`src/rtl/gshare_predictor.sv`:
```
// Gshare direction predictor: PC XOR global history indexes a table of saturating
// counters. Registered one-cycle prediction, speculative history, mispredict repair.
module gshare_predictor #(
  parameter int INDEX_BITS = 8,
  parameter int CTR_BITS   = 2,
  parameter int HIST_BITS  = 8,
  parameter int PC_LSB     = 1
) (
  input  logic                  clk,
  input  logic                  rst_n,
  output logic                  ready,
  input  logic                  pred_req,
  input  logic [15:0]           pred_pc,
  output logic                  pred_valid,
  output logic                  pred_taken,
  output logic [INDEX_BITS-1:0] pred_index,
  output logic [HIST_BITS-1:0]  pred_hist,
  input  logic                  upd_valid,
  input  logic [INDEX_BITS-1:0] upd_index,
  input  logic                  upd_taken,
  input  logic                  upd_mispredict,
  input  logic [HIST_BITS-1:0]  upd_hist
);

  localparam int DEPTH = 1 << INDEX_BITS;
  localparam logic [CTR_BITS-1:0]   CTR_WEAK = {1'b1, {(CTR_BITS-1){1'b0}}};
  localparam logic [CTR_BITS-1:0]   CTR_MAX  = '1;
  localparam logic [CTR_BITS-1:0]   CTR_MIN  = '0;
  localparam logic [INDEX_BITS-1:0] PTR_LAST = '1;

  typedef enum logic {S_INIT, S_RUN} state_t;

  function automatic logic [CTR_BITS-1:0] sat_inc(input logic [CTR_BITS-1:0] c);
    return (c == CTR_MAX) ? c : c + 1'b1;
  endfunction

  function automatic logic [CTR_BITS-1:0] sat_dec(input logic [CTR_BITS-1:0] c);
    return (c == CTR_MIN) ? c : c - 1'b1;
  endfunction

  state_t                  state_q, state_d;
  logic [INDEX_BITS-1:0]   ptr_q, ptr_d;
  logic [HIST_BITS-1:0]    ghr_q, ghr_d;
  logic                    pvld_q, pvld_d;
  logic                    ptkn_q, ptkn_d;
  logic [INDEX_BITS-1:0]   pidx_q, pidx_d;
  logic [HIST_BITS-1:0]    phist_q, phist_d;

  logic [CTR_BITS-1:0]     tbl_q [DEPTH];
  logic                    tbl_we;
  logic [INDEX_BITS-1:0]   tbl_waddr;
  logic [CTR_BITS-1:0]     tbl_wdata;

  logic [INDEX_BITS-1:0]   idx_pred;
  logic [CTR_BITS-1:0]     ctr_pred;
  logic [CTR_BITS-1:0]     ctr_upd;
  logic                    unused_pc_bits;

  // Only a slice of the PC reaches the index; the rest is deliberately dropped.
  assign unused_pc_bits = ^pred_pc;

  assign idx_pred = pred_pc[PC_LSB +: INDEX_BITS] ^ INDEX_BITS'(ghr_q);
  assign ctr_pred = tbl_q[idx_pred];
  assign ctr_upd  = tbl_q[upd_index];

  always_comb begin
    state_d   = state_q;
    ptr_d     = ptr_q;
    ghr_d     = ghr_q;
    pvld_d    = 1'b0;
    ptkn_d    = ptkn_q;
    pidx_d    = pidx_q;
    phist_d   = phist_q;
    tbl_we    = 1'b0;
    tbl_waddr = ptr_q;
    tbl_wdata = CTR_WEAK;
    case (state_q)
      S_INIT: begin
        tbl_we = 1'b1;
        ptr_d  = ptr_q + 1'b1;
        if (ptr_q == PTR_LAST) state_d = S_RUN;
      end
      S_RUN: begin
        if (pred_req) begin
          pvld_d  = 1'b1;
          ptkn_d  = ctr_pred[CTR_BITS-1];
          pidx_d  = idx_pred;
          phist_d = ghr_q;
          ghr_d   = {ghr_q[HIST_BITS-2:0], ctr_pred[CTR_BITS-1]};
        end
        if (upd_valid) begin
          tbl_we    = 1'b1;
          tbl_waddr = upd_index;
          tbl_wdata = upd_taken ? sat_inc(ctr_upd) : sat_dec(ctr_upd);
          // Repair wins over the speculative shift issued in the same cycle.
          if (upd_mispredict) ghr_d = {upd_hist[HIST_BITS-2:0], upd_taken};
        end
      end
      default: state_d = S_INIT;
    endcase
  end

  always_ff @(posedge clk or negedge rst_n) begin
    if (!rst_n) begin
      state_q <= S_INIT;
      ptr_q   <= '0;
      ghr_q   <= '0;
      pvld_q  <= 1'b0;
      ptkn_q  <= 1'b0;
      pidx_q  <= '0;
      phist_q <= '0;
    end else begin
      state_q <= state_d;
      ptr_q   <= ptr_d;
      ghr_q   <= ghr_d;
      pvld_q  <= pvld_d;
      ptkn_q  <= ptkn_d;
      pidx_q  <= pidx_d;
      phist_q <= phist_d;
    end
  end

  // Counter storage is not reset; the init walk rewrites every entry.
  always_ff @(posedge clk) begin
    if (tbl_we) tbl_q[tbl_waddr] <= tbl_wdata;
  end

  assign ready      = (state_q == S_RUN);
  assign pred_valid = pvld_q;
  assign pred_taken = ptkn_q;
  assign pred_index = pidx_q;
  assign pred_hist  = phist_q;

endmodule
```
`config.mk`:
```
export PLATFORM = sky130hd
export DESIGN_NAME = gshare_predictor
export DESIGN_NICKNAME = d
export VERILOG_FILES = /design/src/rtl/gshare_predictor.sv
export SDC_FILE = /design/constraint.sdc
export NUM_CORES = 1
export LEC_CHECK = 0
export CORE_MARGIN = 2
export CORE_UTILIZATION = 42
export DETAILED_ROUTE_END_ITERATION = 6
export PLACE_DENSITY = 0.59
export REMOVE_ABC_BUFFERS = 1
export SYNTH_ARGS = -nofsm -noshare
export SYNTH_HDL_FRONTEND = slang
export SYNTH_SLANG_ARGS = --single-unit
```
`constraint.sdc`:
```
create_clock -name clk -period 10 [get_ports clk]
set_clock_uncertainty 0.05 [all_clocks]
set_input_delay 1.5 -clock clk [delete_from_list [all_inputs] [get_ports clk]]
set_output_delay 1.5 -clock clk [all_outputs]
set_load 0.05 [all_outputs]
```
# Word level (Yosys, flattened, before mapping)
# Memory sizes are Yosys's and may differ from the RTL's.
# Index checks and enable logic that the tools add are counted.
# op_classes
mul,0
n_lt_le_gt_ge,0
n_addsub,3
bitwise_logic,2
n_reduce_logical,2
eq_ne,2
n_shift,0
muxes,18
div_mod_pow,0
# ops
cell,count
two-way mux 8 bit,5
two-way mux 2 bit,5
adder 8 x 1 -> 8 bit (second input constant),1
equality test 8 bit (second input constant),1
XOR 8 bit,1
two-way mux 1 bit,7
adder 2 x 1 -> 2 bit (second input constant),1
equality test 2 bit (second input constant),1
logical NOT 2 bit,1
one-hot mux 1 bit (2 select lines),1
AND reduction 2 bit,1
subtractor 2 x 1 -> 2 bit (second input constant),1
inverter 1 bit,1
# totals
input_bits,38
ram_bits,512
register_bits,35
wordCells,35
latch_bits,0
rom_bits,0
memories,1
# mem_list
memory,words,word_bits,rd,rd_clocked_by_memory_dff,wr,line_no,source
tbl_q,256,2,2,0,1,49,logic [CTR_BITS-1:0] tbl_q [DEPTH];

# Depth between registers and ports, before layout
# An unclocked memory read counts as a cell.
# depth
depth_word,6
ltp_mapped,13
depth_no_buf,8

# Worst setup path after synthesis
# No wires, ideal clock.
# synth_path
path_type,input -> register
start,input upd_index[0]
end,"memory tbl_q[0][0], data pin"
slack_ns,1.925
stages,12
setup_time_ns,0.921
t_arrival_ns,7.103
n_path_buf,4
cell_sequence,buf_6 buf_12 buf_12 buf_6 mux2i_1 o221ai_1 a2111oi_0 a21oi_1 a41oi_2 o22ai_1 maj3_2 nor2_2
# synth_between
elab_chain_cells,6
elab_cells_between_ends,10
classes_between,2 x add/sub; 1 x eq/ne; 5 x mux; 1 x reduce/logical; 1 x memory
# synth_rtl
item,line_no,source
start: declaration,19,"input logic [INDEX_BITS-1:0] upd_index,"
memory read (256 x 2 bit) (*),n/a,
subtractor 2 x 1 -> 2 bit (tied with other cells),38,return (c == CTR_MIN) ? c : c - 1'b1;
"two-way mux 2 bit, on equally long branches","38, 34",
two-way mux 2 bit (*),94,tbl_wdata = upd_taken ? sat_inc(ctr_upd) : sat_dec(ctr_upd);
two-way mux 2 bit (*),91,if (upd_valid) begin
two-way mux 2 bit (*),77,case (state_q)
named net tbl_wdata[0],52,logic [CTR_BITS-1:0] tbl_wdata;
end: declaration,49,
# Mark *: on every way through the listed nets, which the timed path passes. The rest lies on a longest branch.

# Final worst setup path
# layout_path
start,input upd_index[2]
end,"memory tbl_q[184][1], data pin"
# Same word-level chain as after synthesis.

==> key figures <==
Synthesis
  – Xor and xnor fraction of the mapped netlist area: 0.735%
  – Syn Std Cell Area: roughly 25,000 sq um
  – Compound-Gate Fraction of Synth Area: 4.86%
  – Asr flop ratio synth: 6.40%
  – Simple logic cell fraction of the synthesized area: between 7 and 8%
  – Mapped Cells: 1,565
  – Warnings from Yosys: 0
  – Post-Synth Adder-Cell Area: 0.0950%
  – Distinct cells, synth: 67
  – Area share of the largest cell type after synthesis: 61.4%
  – Cell taking the most area after synthesis: edfxtp_1
  – FF+latch count, synth: about 550
  – Combinational family with the most area after synthesis: multiplexers
  – Post-synth EDFFs: 512
  – Post-synthesis sequential area ratio: 64.9%
  – Ranking of synthesized cells by area: edfxtp_1 (61%), mux4_2 (14%), nor2_1 (4.3%), dfrtp_1 (3.5%), mux2i_1 (2.4%)
  – Syn_area_per_cell: 16.0 sq um
  – Synth Flop Type: edfxtp_1
  – Mux cell area share after synthesis: 19.0%

Floorplanning
  – Core area: 59,000 sq um
  – Die area: between 60,000 and 70,000 sq um
  – Number of top-level pins: 57
  – Chip width: 248 um
  – Initial Util: 42.4%
  – FP Rows: 89
  – Die Y-Extent: ~250 um

CTS
  – CTS root buf: clkbuf_16
  – TritonCTS clock tree: built
  – CTS buffer count: 57
  – Clk_lat worst skew: 0.63 ns
  – Post-CTS Resized: 0
  – CTS sink cnt: around 550
  – Htree depth: 2
  – CTS clk-pin slew, worst paths: 0.06 ns
  – Post-CTS Setup Bufs: 0
  – Max Root-Sink Buffers: 3
  – Post-CTS Hold Fix Bufs: 0

Critical path
  – Startpoint types: input port
  – Setup CP Type: in -> reg
  – CP required: 10.24 ns
  – Worst Path Max Fanout: 172
  – Crit path DAT: between 6 and 7 ns
  – Slowest-stage cell, CP: a21o_4
  – Worst Setup End Kind: flop
  – Worst path max stage delay: 0.75 ns
  – CP Cell Sequence: clkdlybuf4s50_1 -> buf_4 -> nand2b_1 -> o32ai_1 -> a2111oi_0 -> a21oi_1 -> o2111ai_1 -> o22a_1 -> o21ai_0 -> a21o_4 -> buf_12

Finish
  – Most frequent cells in the layout: edfxtp_1 (512), nor2_1 (287), mux4_2 (153)
  – Final nets: 1,639
  – Share of cells above drive strength 1: 18.9%
  – Post-route insts no fill: 2,418
  – Final Util: 47.8%
  – P&R area growth vs syn: 12.6%
  – Final Cell Area: 28,200 sq um
  – Commonest non-fill, non-tap cell in the layout: edfxtp_1

STA
  – # setup viols final: 0
  – Hold slack: ~0.43 ns
  – RSZ-0062 raised after global routing: false
  – Max-slew violation count: 0
  – Max Clock Freq: 170 MHz
  – Slew @ Worst Pin: roughly 1.2 ns
  – Final Cycle Share: 58.7%
  – Slew headroom: 17.2%
  – Crit path time final: 5.87 ns
  – Setup total negative slack: 0 ns
  – Final WS setup: 4.13 ns
  – Hold Fails Final Rpt: 0

Detailed routing
  – DR pass1 iterations: 5
  – First DRT Iteration DRCs: 1,621
  – Drt drc: 0
  – DRT antenna net count: 0
  – Final wirelength: 69.6 mm
  – Number of vias per cell: between 6 and 7
  – Vias: 14,800
  – WL/cell: 28.8 um

Global routing
  – Met2 Usage GRT: 36.9%
  – Grt total ovfl: 0
  – Most used routing layer: met2
  – GRT Total Usage: 22.8%
  – Initial antenna violation count: 2
  – Met1 GRT Util: 30.9%
  – M3 GR Usage: 4.55%
  – Global-route wire length before repair: just over 100 mm
  – Vias in the first global route: 15,100
  – Largest net degree at the start of global routing: 173

Place
  – Dpl ws: around 3.7 ns
  – Dpl hpwl: 43.4 mm
  – Dpl cells: 2,314
  – IO buf count: 47
  – Final GP Congestion: 0.900
  – Cell area after placement: 26,200 sq um

Job
  – Max-Cap Viols: 0

Power and ir drop
  – Total power: 4.90 mW
  – Leak: 8.62 nW
  – P per Cell Area: 174 nW/um^2
  – Worst IR Drop VDD: 123 uV

Run status
  – Outcome: complete, no violations

Min path
  – Hold WC Path Type: reg -> reg
final cells by class:
class / count / area [sq um]
diodes: 1 / 2.50
clock buffers: 69 / 1510
clock inverters: 34 / 444
fillers: 5058 / 30800
inverters: 8 / 30.0
multi-input cells: 900 / 8190
flip-flops and latches: 547 / 16300
well taps: 773 / 967
repair buffers: 86 / 786
flip-flops by register name, indices dropped and copies added, names as in the netlist:
signal / flops
pred_taken: 1
ptr_q: 8
pred_hist: 8
pred_valid: 1
pred_index: 8
tbl_q: 512
ghr_q: 8
ready: 1
routing by layer:
metal	part of all wire, %	wire length (um)	vias to the layer above
li1	-	-	6320
met1	40	27900	7696
met2	48	33300	687
met3	8.9	6220	135
met4	3.1	2180	2
met5	0.019	13	-
power by group:
part / internal (mW) / total (mW) / switching, mW
clock: 1.35 / 2.24 / 0.884
sequential: 2.47 / 2.47 / 0
combinational: 0.0701 / 0.194 / 0.124
total: 3.89 / 4.90 / 1.01
cells by family (layout without fill, tap and decap cells):
kind of cell,count (synthesis),in the layout
XOR/XNOR,21,21
multiplexers,248,248
AND/OR/NAND/NOR,459,459
flip-flops,547,547
AO/OA/AOI/OAI,170,170
buffers and inverters,118,197
adder cells (fa/ha/maj),2,2
other,0,1
worst max-delay path: cells and delay by family:
kind | cells | cell delay, ns
buf+inv | 3 | 1.40
compound gates | 7 | 2.46
simple gates | 1 | 0.55
cells in the mapped netlist (17+ instances only):
library cell / count
a22oi_1: 21
nor2_1: 287
o22ai_1: 17
edfxtp_1: 512
dfrtp_1: 35
mux4_1: 21
mux2i_1: 61
mux4_2: 153
nand2_1: 72
clkbuf_1: 59
nand3_1: 51
o221ai_1: 20
buf_2: 20
a21oi_1: 27
o21ai_0: 20
worst paths after layout:
kind | from | end | slack (ns) | cells past startpoint
max | upd_index[2] | tbl_q[184][1] | 4.13 | 11
min | pred_index[3] | pred_index[3] | 0.43 | 2
max reg2reg | ready | tbl_q[191][0] | 5.59 | 4
max in group asynchronous | rst_n | pred_index[5] | 8.35 | 1
min reg2reg | pred_index[3] | pred_index[3] | 0.43 | 2
min in group asynchronous | rst_n | ghr_q[0] | 0.96 | 1
Note: power is estimated with default switching activity, not from simulation.
